**src/rtl/pe_cell_pkg.sv**
```systemverilog
// Shared definitions for the PE cell: FSM states, command mode codes and APB register map.
package pe_cell_pkg;

    typedef enum logic [1:0] {
        ST_IDLE  = 2'd0,
        ST_WLOAD = 2'd1,
        ST_CALC  = 2'd2,
        ST_OUT   = 2'd3
    } pe_state_e;

    localparam logic [1:0] MODE_WLOAD = 2'b00;
    localparam logic [1:0] MODE_CALC  = 2'b01;

    localparam logic [7:0] REG_CTRL     = 8'h00;
    localparam logic [7:0] REG_STATUS   = 8'h04;
    localparam logic [7:0] REG_DONE_CNT = 8'h08;

endpackage

```
**src/rtl/pe_mac_row.sv**
```systemverilog
// One weight row dot product: y = sum_c signed x[c] * w[c], combinational.
// Defining PE_ACC_SAT_EN saturates y to signed WID_ACC limits; otherwise y wraps.
module pe_mac_row #(
    parameter int WID_X   = 8,
    parameter int WID_Y   = 8,
    parameter int COL     = 4,
    parameter int WID_BUS = 32,
    parameter int WID_ACC = 32
) (
    input  logic [WID_BUS-1:0]        x_i,
    input  logic [WID_BUS-1:0]        w_i,
    output logic signed [WID_ACC-1:0] y_o
);
    localparam int SW = WID_X + WID_Y + $clog2(COL) + 1;
    localparam int FW = (SW > WID_ACC) ? SW : WID_ACC;

    logic signed [SW-1:0] sum;
    logic signed [FW-1:0] sum_f;

    // Operands are widened before multiplying so the product is never truncated.
    always_comb begin
        sum = '0;
        for (int c = 0; c < COL; c++) begin
            sum = sum + (SW'($signed(x_i[c*WID_X +: WID_X])) * SW'($signed(w_i[c*WID_Y +: WID_Y])));
        end
    end

    assign sum_f = FW'(sum);

`ifdef PE_ACC_SAT_EN
    localparam logic signed [FW-1:0] ACC_MAX = FW'({1'b0, {(WID_ACC-1){1'b1}}});
    localparam logic signed [FW-1:0] ACC_MIN = ~ACC_MAX;

    always_comb begin
        if (sum_f > ACC_MAX) begin
            y_o = ACC_MAX[WID_ACC-1:0];
        end else if (sum_f < ACC_MIN) begin
            y_o = ACC_MIN[WID_ACC-1:0];
        end else begin
            y_o = sum_f[WID_ACC-1:0];
        end
    end
`else
    assign y_o = sum_f[WID_ACC-1:0];
`endif

endmodule

```
**src/rtl/pe_cell_top.sv**
```systemverilog
// Processing-element cell: APB config, weight load stream, ROW-wide dot-product compute and result stream.
// Optional macro PE_ACC_SAT_EN (in pe_mac_row) selects saturating accumulation.
//
// state | meaning
// IDLE  | waiting for an accepted command
// WLOAD | each input beat written to the current weight row
// CALC  | waiting for an input vector
// OUT   | streaming y[0..ROW-1] to the sink
module pe_cell_top
    import pe_cell_pkg::*;
#(
    parameter int WID_X   = 8,
    parameter int WID_Y   = 8,
    parameter int ROW     = 4,
    parameter int COL     = 4,
    parameter int WID_BUS = 32,
    parameter int WID_ACC = 32,
    parameter int DLY     = 1
) (
    input  logic               clk,
    input  logic               rst_n,
    input  logic [3:0]         pe_id,
    input  logic               psel,
    input  logic [7:0]         paddr,
    input  logic               pwrite,
    input  logic [WID_BUS-1:0] pwdata,
    input  logic               penable,
    output logic [WID_BUS-1:0] prdata,
    output logic               pready,
    input  logic [WID_BUS-1:0] wdata,
    input  logic               wdata_valid,
    output logic               wdata_busy,
    input  logic               wdata_last,
    output logic [WID_BUS-1:0] rdata,
    output logic               rdata_valid,
    input  logic               rdata_busy,
    output logic               rdata_last,
    input  logic               cs_n,
    input  logic               cvalid,
    output logic               pe_busy,
    input  logic [1:0]         work_mode,
    input  logic [3:0]         waddr
);
    localparam int RW = (ROW > 1) ? $clog2(ROW) : 1;

    // DLY only shaped update timing in older behavioural models; it has no hardware meaning.
    if (DLY < 0) begin : g_dly_unused
    end

    pe_state_e             state_q;
    logic [RW-1:0]         row_q;
    logic [RW-1:0]         row_nxt;
    logic [RW-1:0]         start_row;
    logic                  last_q;
    logic                  pe_busy_q;
    logic                  err_q;
    logic [WID_BUS-1:0]    done_cnt_q;
    logic [WID_BUS-1:0]    ctrl_q;
    logic [WID_BUS-1:0]    prdata_q;
    logic [WID_BUS-1:0]    rd_d;
    logic [WID_BUS-1:0]    rdata_q;
    logic                  rdata_valid_q;
    logic                  rdata_last_q;
    logic [WID_BUS-1:0]    w_q [ROW];
    logic signed [WID_ACC-1:0] y_q [ROW];
    logic signed [WID_ACC-1:0] y_w [ROW];
    logic                  cmd_go;
    logic                  in_xfer;

    for (genvar r = 0; r < ROW; r++) begin : g_row
        pe_mac_row #(
            .WID_X   (WID_X),
            .WID_Y   (WID_Y),
            .COL     (COL),
            .WID_BUS (WID_BUS),
            .WID_ACC (WID_ACC)
        ) u_mac (
            .x_i (wdata),
            .w_i (w_q[r]),
            .y_o (y_w[r])
        );
    end

    assign pready      = 1'b1;
    assign prdata      = prdata_q;
    assign pe_busy     = pe_busy_q;
    assign rdata       = rdata_q;
    assign rdata_valid = rdata_valid_q;
    assign rdata_last  = rdata_last_q;
    assign wdata_busy  = !(state_q == ST_WLOAD || state_q == ST_CALC);

    assign cmd_go    = !cs_n && cvalid && ctrl_q[0] && (state_q == ST_IDLE);
    assign in_xfer   = wdata_valid && !wdata_busy;
    assign row_nxt   = (row_q == RW'(ROW - 1)) ? '0 : row_q + RW'(1);
    assign start_row = RW'(32'(waddr) % ROW);

    always_comb begin
        rd_d = '0;
        case (paddr)
            REG_CTRL:     rd_d = ctrl_q;
            REG_STATUS: begin
                rd_d[0]    = pe_busy_q;
                rd_d[1]    = err_q;
                rd_d[11:8] = pe_id;
            end
            REG_DONE_CNT: rd_d = done_cnt_q;
            default:      rd_d = '0;
        endcase
    end

    always_ff @(posedge clk or negedge rst_n) begin
        if (!rst_n) begin
            ctrl_q   <= '0;
            prdata_q <= '0;
        end else begin
            if (psel && penable && pwrite && (paddr == REG_CTRL)) begin
                ctrl_q <= pwdata;
            end
            if (psel && !penable && !pwrite) begin
                prdata_q <= rd_d;
            end
        end
    end

    always_ff @(posedge clk or negedge rst_n) begin
        if (!rst_n) begin
            state_q       <= ST_IDLE;
            row_q         <= '0;
            last_q        <= 1'b0;
            pe_busy_q     <= 1'b0;
            err_q         <= 1'b0;
            done_cnt_q    <= '0;
            rdata_q       <= '0;
            rdata_valid_q <= 1'b0;
            rdata_last_q  <= 1'b0;
            for (int r = 0; r < ROW; r++) begin
                w_q[r] <= '0;
                y_q[r] <= '0;
            end
        end else begin
            case (state_q)
                ST_IDLE: begin
                    if (cmd_go) begin
                        if (work_mode == MODE_WLOAD) begin
                            state_q   <= ST_WLOAD;
                            row_q     <= start_row;
                            pe_busy_q <= 1'b1;
                            err_q     <= 1'b0;
                        end else if (work_mode == MODE_CALC) begin
                            state_q   <= ST_CALC;
                            pe_busy_q <= 1'b1;
                            err_q     <= 1'b0;
                        end else begin
                            err_q <= 1'b1;
                        end
                    end
                end
                ST_WLOAD: begin
                    if (in_xfer) begin
                        w_q[row_q] <= wdata;
                        row_q      <= row_nxt;
                        if (wdata_last) begin
                            state_q    <= ST_IDLE;
                            pe_busy_q  <= 1'b0;
                            done_cnt_q <= done_cnt_q + WID_BUS'(1);
                        end
                    end
                end
                ST_CALC: begin
                    if (in_xfer) begin
                        for (int r = 0; r < ROW; r++) begin
                            y_q[r] <= y_w[r];
                        end
                        last_q        <= wdata_last;
                        row_q         <= '0;
                        rdata_q       <= WID_BUS'(y_w[0]);
                        rdata_valid_q <= 1'b1;
                        rdata_last_q  <= wdata_last && (ROW == 1);
                        state_q       <= ST_OUT;
                    end
                end
                ST_OUT: begin
                    // row_q doubles as the output index; rdata_valid is always high here.
                    if (!rdata_busy) begin
                        if (row_q == RW'(ROW - 1)) begin
                            rdata_valid_q <= 1'b0;
                            rdata_last_q  <= 1'b0;
                            if (last_q) begin
                                state_q    <= ST_IDLE;
                                pe_busy_q  <= 1'b0;
                                done_cnt_q <= done_cnt_q + WID_BUS'(1);
                            end else begin
                                state_q <= ST_CALC;
                            end
                        end else begin
                            row_q        <= row_nxt;
                            rdata_q      <= WID_BUS'(y_q[row_nxt]);
                            rdata_last_q <= last_q && (row_nxt == RW'(ROW - 1));
                        end
                    end
                end
                default: state_q <= ST_IDLE;
            endcase
        end
    end

endmodule

```
**config.mk**
```make
export PLATFORM = sky130hd
export DESIGN_NAME = pe_cell_top
export DESIGN_NICKNAME = d
export VERILOG_FILES = /design/src/rtl/pe_cell_pkg.sv /design/src/rtl/pe_mac_row.sv /design/src/rtl/pe_cell_top.sv
export SDC_FILE = /design/constraint.sdc
export NUM_CORES = 2
export LEC_CHECK = 0
export CORE_UTILIZATION = 30
export DETAILED_ROUTE_END_ITERATION = 8
export SETUP_SLACK_MARGIN = 0.5
export SYNTH_ARGS = -nofsm -noshare
export SYNTH_HDL_FRONTEND = slang
export SYNTH_SLANG_ARGS = --single-unit
```
**constraint.sdc**
```tcl
create_clock -name clk -period 9.7 [get_ports clk]
set_clock_uncertainty 0.15 [all_clocks]
set_input_delay 2.425 -clock clk [delete_from_list [all_inputs] [get_ports clk]]
set_output_delay 2.425 -clock clk [all_outputs]
set_load 0.02 [all_outputs]
```
==> implementation parameters <==
Parameter                              Value

Outcome
  Run status    finished, violations left
  Violations in the final reports    design-rule violations, negative setup slack

Place
  Total half-perimeter wirelength after legalization and detailed placement    137 mm
  Port Buffer Count    157
  Final weighted congestion of routability-driven global placement    0.899

Clock tree
  Number of hold buffers added after cts    0
  Skew-Pair Late Insertion Delay    0.68 ns
  TritonCTS sink count    328
  Maximum clock path buffer count    3
  Clock tree from TritonCTS    built
  Clock buffer count from CTS    46
  CTS H-tree lvls    2
  Root Driver    clkbuf_16
  Clk pin slew, worst setup/hold paths    0.06 ns

Detailed routing
  Sum of routed wire length over all layers    166 mm
  Number of DRC markers after the initial detailed-route iteration    1999
  Number of iterations in the first detailed-routing pass    7
  Average detailed-routed wire length per instance    16.8 microns
  Drt drc    1
  Via count normalized by instance count    4.53
  Final ANT Viol Nets    0
  Count of vias placed by the detailed router    44800

Setup path
  Largest fanout on the critical path    6
  Startpoint-to-endpoint class of the critical path    in -> reg
  Type of element launching the critical path    input port
  Endpoint type of the worst setup path    flip-flop
  WP buf/inv    17
  Cell with the largest stage delay on the worst path    fa_1
  Crit path max-delay family    adder cells
  Maximum cell stage delay along the critical path    0.53 ns
  Signal arrival time at the worst endpoint    10.62 ns
  Most common cell type on the critical path    fa_1
  Required @ worst endpoint    10.10 ns

Global routing
  Global-route congestion overflow total    0
  Via count of the first global-routing pass    48700
  Global routing usage summed across all routing layers    16.5%
  Antenna violations before repair    11
  Pin count of the biggest net entering global routing    128
  First-pass GRT wire length    266 mm

Yosys
  Synthesized instance count    6375
  Share of synthesized registers carrying an async set or reset    100%
  Portion of the post-synthesis area used by sequential elements    13.5%
  Main synth FF type    dfrtp_1
  Post-synthesis instance area    60600 sq um
  Number of synthesized flops with an enable pin    0
  Yosys warns    0
  Number of synthesized register bits    328
  Number of nets in the synthesized netlist    8129
  Number of distinct library cells after synthesis    77
  Mean instance size in the synthesized netlist    9.51 sq um

STA
  Crit path setup slack, layout    -0.521 ns
  Final worst-path cycle share    105%
  Fin Hold WS    0.323 ns
  Achievable frequency    97.8 MHz
  Rel. slew slack    27.4%
  Final number of max-transition violations    0
  Number of failing hold endpoints at the final stage    0
  Tmin final    10.22 ns
  Setup violations, final    31
  Post-Route Setup TNS    -8.98 ns
  Transition time at the pin with the least slew margin    1.08 ns
  Unrepaired setup endpoints after global routing    true

Finish
  Relative area change from synthesis to final layout    25.1%
  Share of cells above drive strength 1    22.3%
  Number of nets in the layout    8934
  Filler instances    19800
  Final core area utilization    37.9%

Floorplan
  Effective utilization at floorplan    30.3%
  Die H    452 microns
  I/O pin total    161
  Die boundary width    452 microns
  Full die area    204000 sq um
  Site row count    164
  Core area    200000 sq um

Job
  Number of violations of the max-capacitance limit    0

Hold path
  Type of the worst min-delay path    reg -> reg
placed cells by master, fill, tap and decap left out, types with 31 or more instances in the layout:
cell type        synthesis  final
a21oi_1                157     93
a21oi_2                  0     51
and2_1                 581    563
buf_4                   17    736
buf_6                    0     75
clkbuf_16                0     46
clkdlybuf4s50_1          0    146
dfrtp_1                328    328
fa_1                  1108   1082
ha_1                   554    478
ha_4                     0     70
inv_1                 1546   1459
inv_2                    0     87
mux2_2                 166    165
mux2i_1                 43     41
nand2_1                556    531
nand2b_1               104    101
nand3_1                 43     35
nor2_1                 134    118
nor3_1                  42     31
o21a_1                  36     35
o21ai_0                140     72
o21ai_1                  1     38
o31ai_1                 46     39
xnor2_1                213    193
xor2_1                  63     51
what timing repair did:
action | 4_1_cts | 5_1_grt
gates resized for setup | 357 | 267
endpoints found under the setup margin | 63 | 63
pin swaps | 295 | 217
cloned | 2 | 0
setup buffers | 35 | 25
worst reg2reg max path: cells and delay by family (launching register included):
kind,cells,cell delay (ns)
buffers and inverters,9,0.62
xor gates and xnor gates,1,0.05
adders and majority gates,11,5.19
DFF,1,0.51
AOI/OAI and AO/OA,6,0.90
and+or+nand+nor,7,1.40
registers in the layout, summed over array words and instances (netlist names):
register     count
w_q            128
state_q          2
rdata_valid      1
y_q             76
prdata          32
err_q            1
ctrl_q          32
row_q            2
done_cnt_q      32
rdata_last       1
rdata           19
last_q           1
pe_busy          1
stage by stage:
stage	instances	instance area, sq um	worst slack (ns)
6_report	9878	75900	-0.521
5_1_grt	9878	75900	-0.778
4_1_cts	9848	74500	-0.633
3_5_place_dp	9726	71200	-1.84
3_3_place_gp	9726	71200	-1.72
2_1_floorplan	6375	61400	-0.891
cells in the mapped netlist, types with 134 or more instances:
cell type / number / area [sq um]
and2_1: 581 / 3630
a21oi_1: 157 / 786
nor2_1: 134 / 503
clkbuf_1: 179 / 672
mux2_2: 166 / 1870
dfrtp_1: 328 / 8210
xnor2_1: 213 / 1870
fa_1: 1108 / 22200
nand2_1: 556 / 2090
o21ai_0: 140 / 701
ha_1: 554 / 6930
inv_1: 1546 / 5800
area by class of cell:
| type | instances | area, sq um | share of cell area, % |
|---|---|---|---|
| Sequential cell | 328 | 8210 | 10.8 |
| Clock buffer | 57 | 1300 | 1.72 |
| Timing Repair Buffer | 990 | 8410 | 11.1 |
| Clock inverter | 28 | 358 | 0.472 |
| Tap cell | 2656 | 3320 | 4.38 |
| Antenna cell | 5 | 12.5 | 0.0165 |
| Inverter | 1546 | 5800 | 7.65 |
| Multi-Input combinational cell | 4268 | 48400 | 63.9 |
cells by family after synthesis:
logic type | Yosys count | synth area share [%]
and+or+nand+nor | 1586 | 13.5
other | 1 | 0.00618
DFF | 328 | 13.5
adders and majority gates | 1662 | 48.0
buffers and inverters | 1779 | 11.1
AOI/OAI and AO/OA | 515 | 5.33
xor gates and xnor gates | 276 | 3.99
muxes | 228 | 4.50
routing by layer:
layer / vias to the layer above / global-route usage (%) / part of all wire [%]
met5: - / 0 / 0
met3: 251 / 1.39 / 3.4
met1: 22800 / 21.0 / 43
li1: 20900 / - / -
met2: 835 / 28.7 / 49
met4: 0 / 6.68 / 4.6
path summary, 6_finish.rpt:
check	from	to	cells after the start	slack [ns]
max in group asynchronous	rst_n	w_q[13]	2	6.43
hold / removal	prdata[21]	prdata[21]	2	0.32
setup / recovery	wdata[19]	y_q[81]	40	-0.52
setup reg to reg	w_q[114]	rdata[16]	34	0.80
min in group asynchronous	rst_n	prdata[30]	1	1.58
hold reg to reg	prdata[21]	prdata[21]	2	0.32
Power is left out: the tool's default activity adds up to more than one toggle a clock period on the data nets, which glitch-free logic cannot reach.
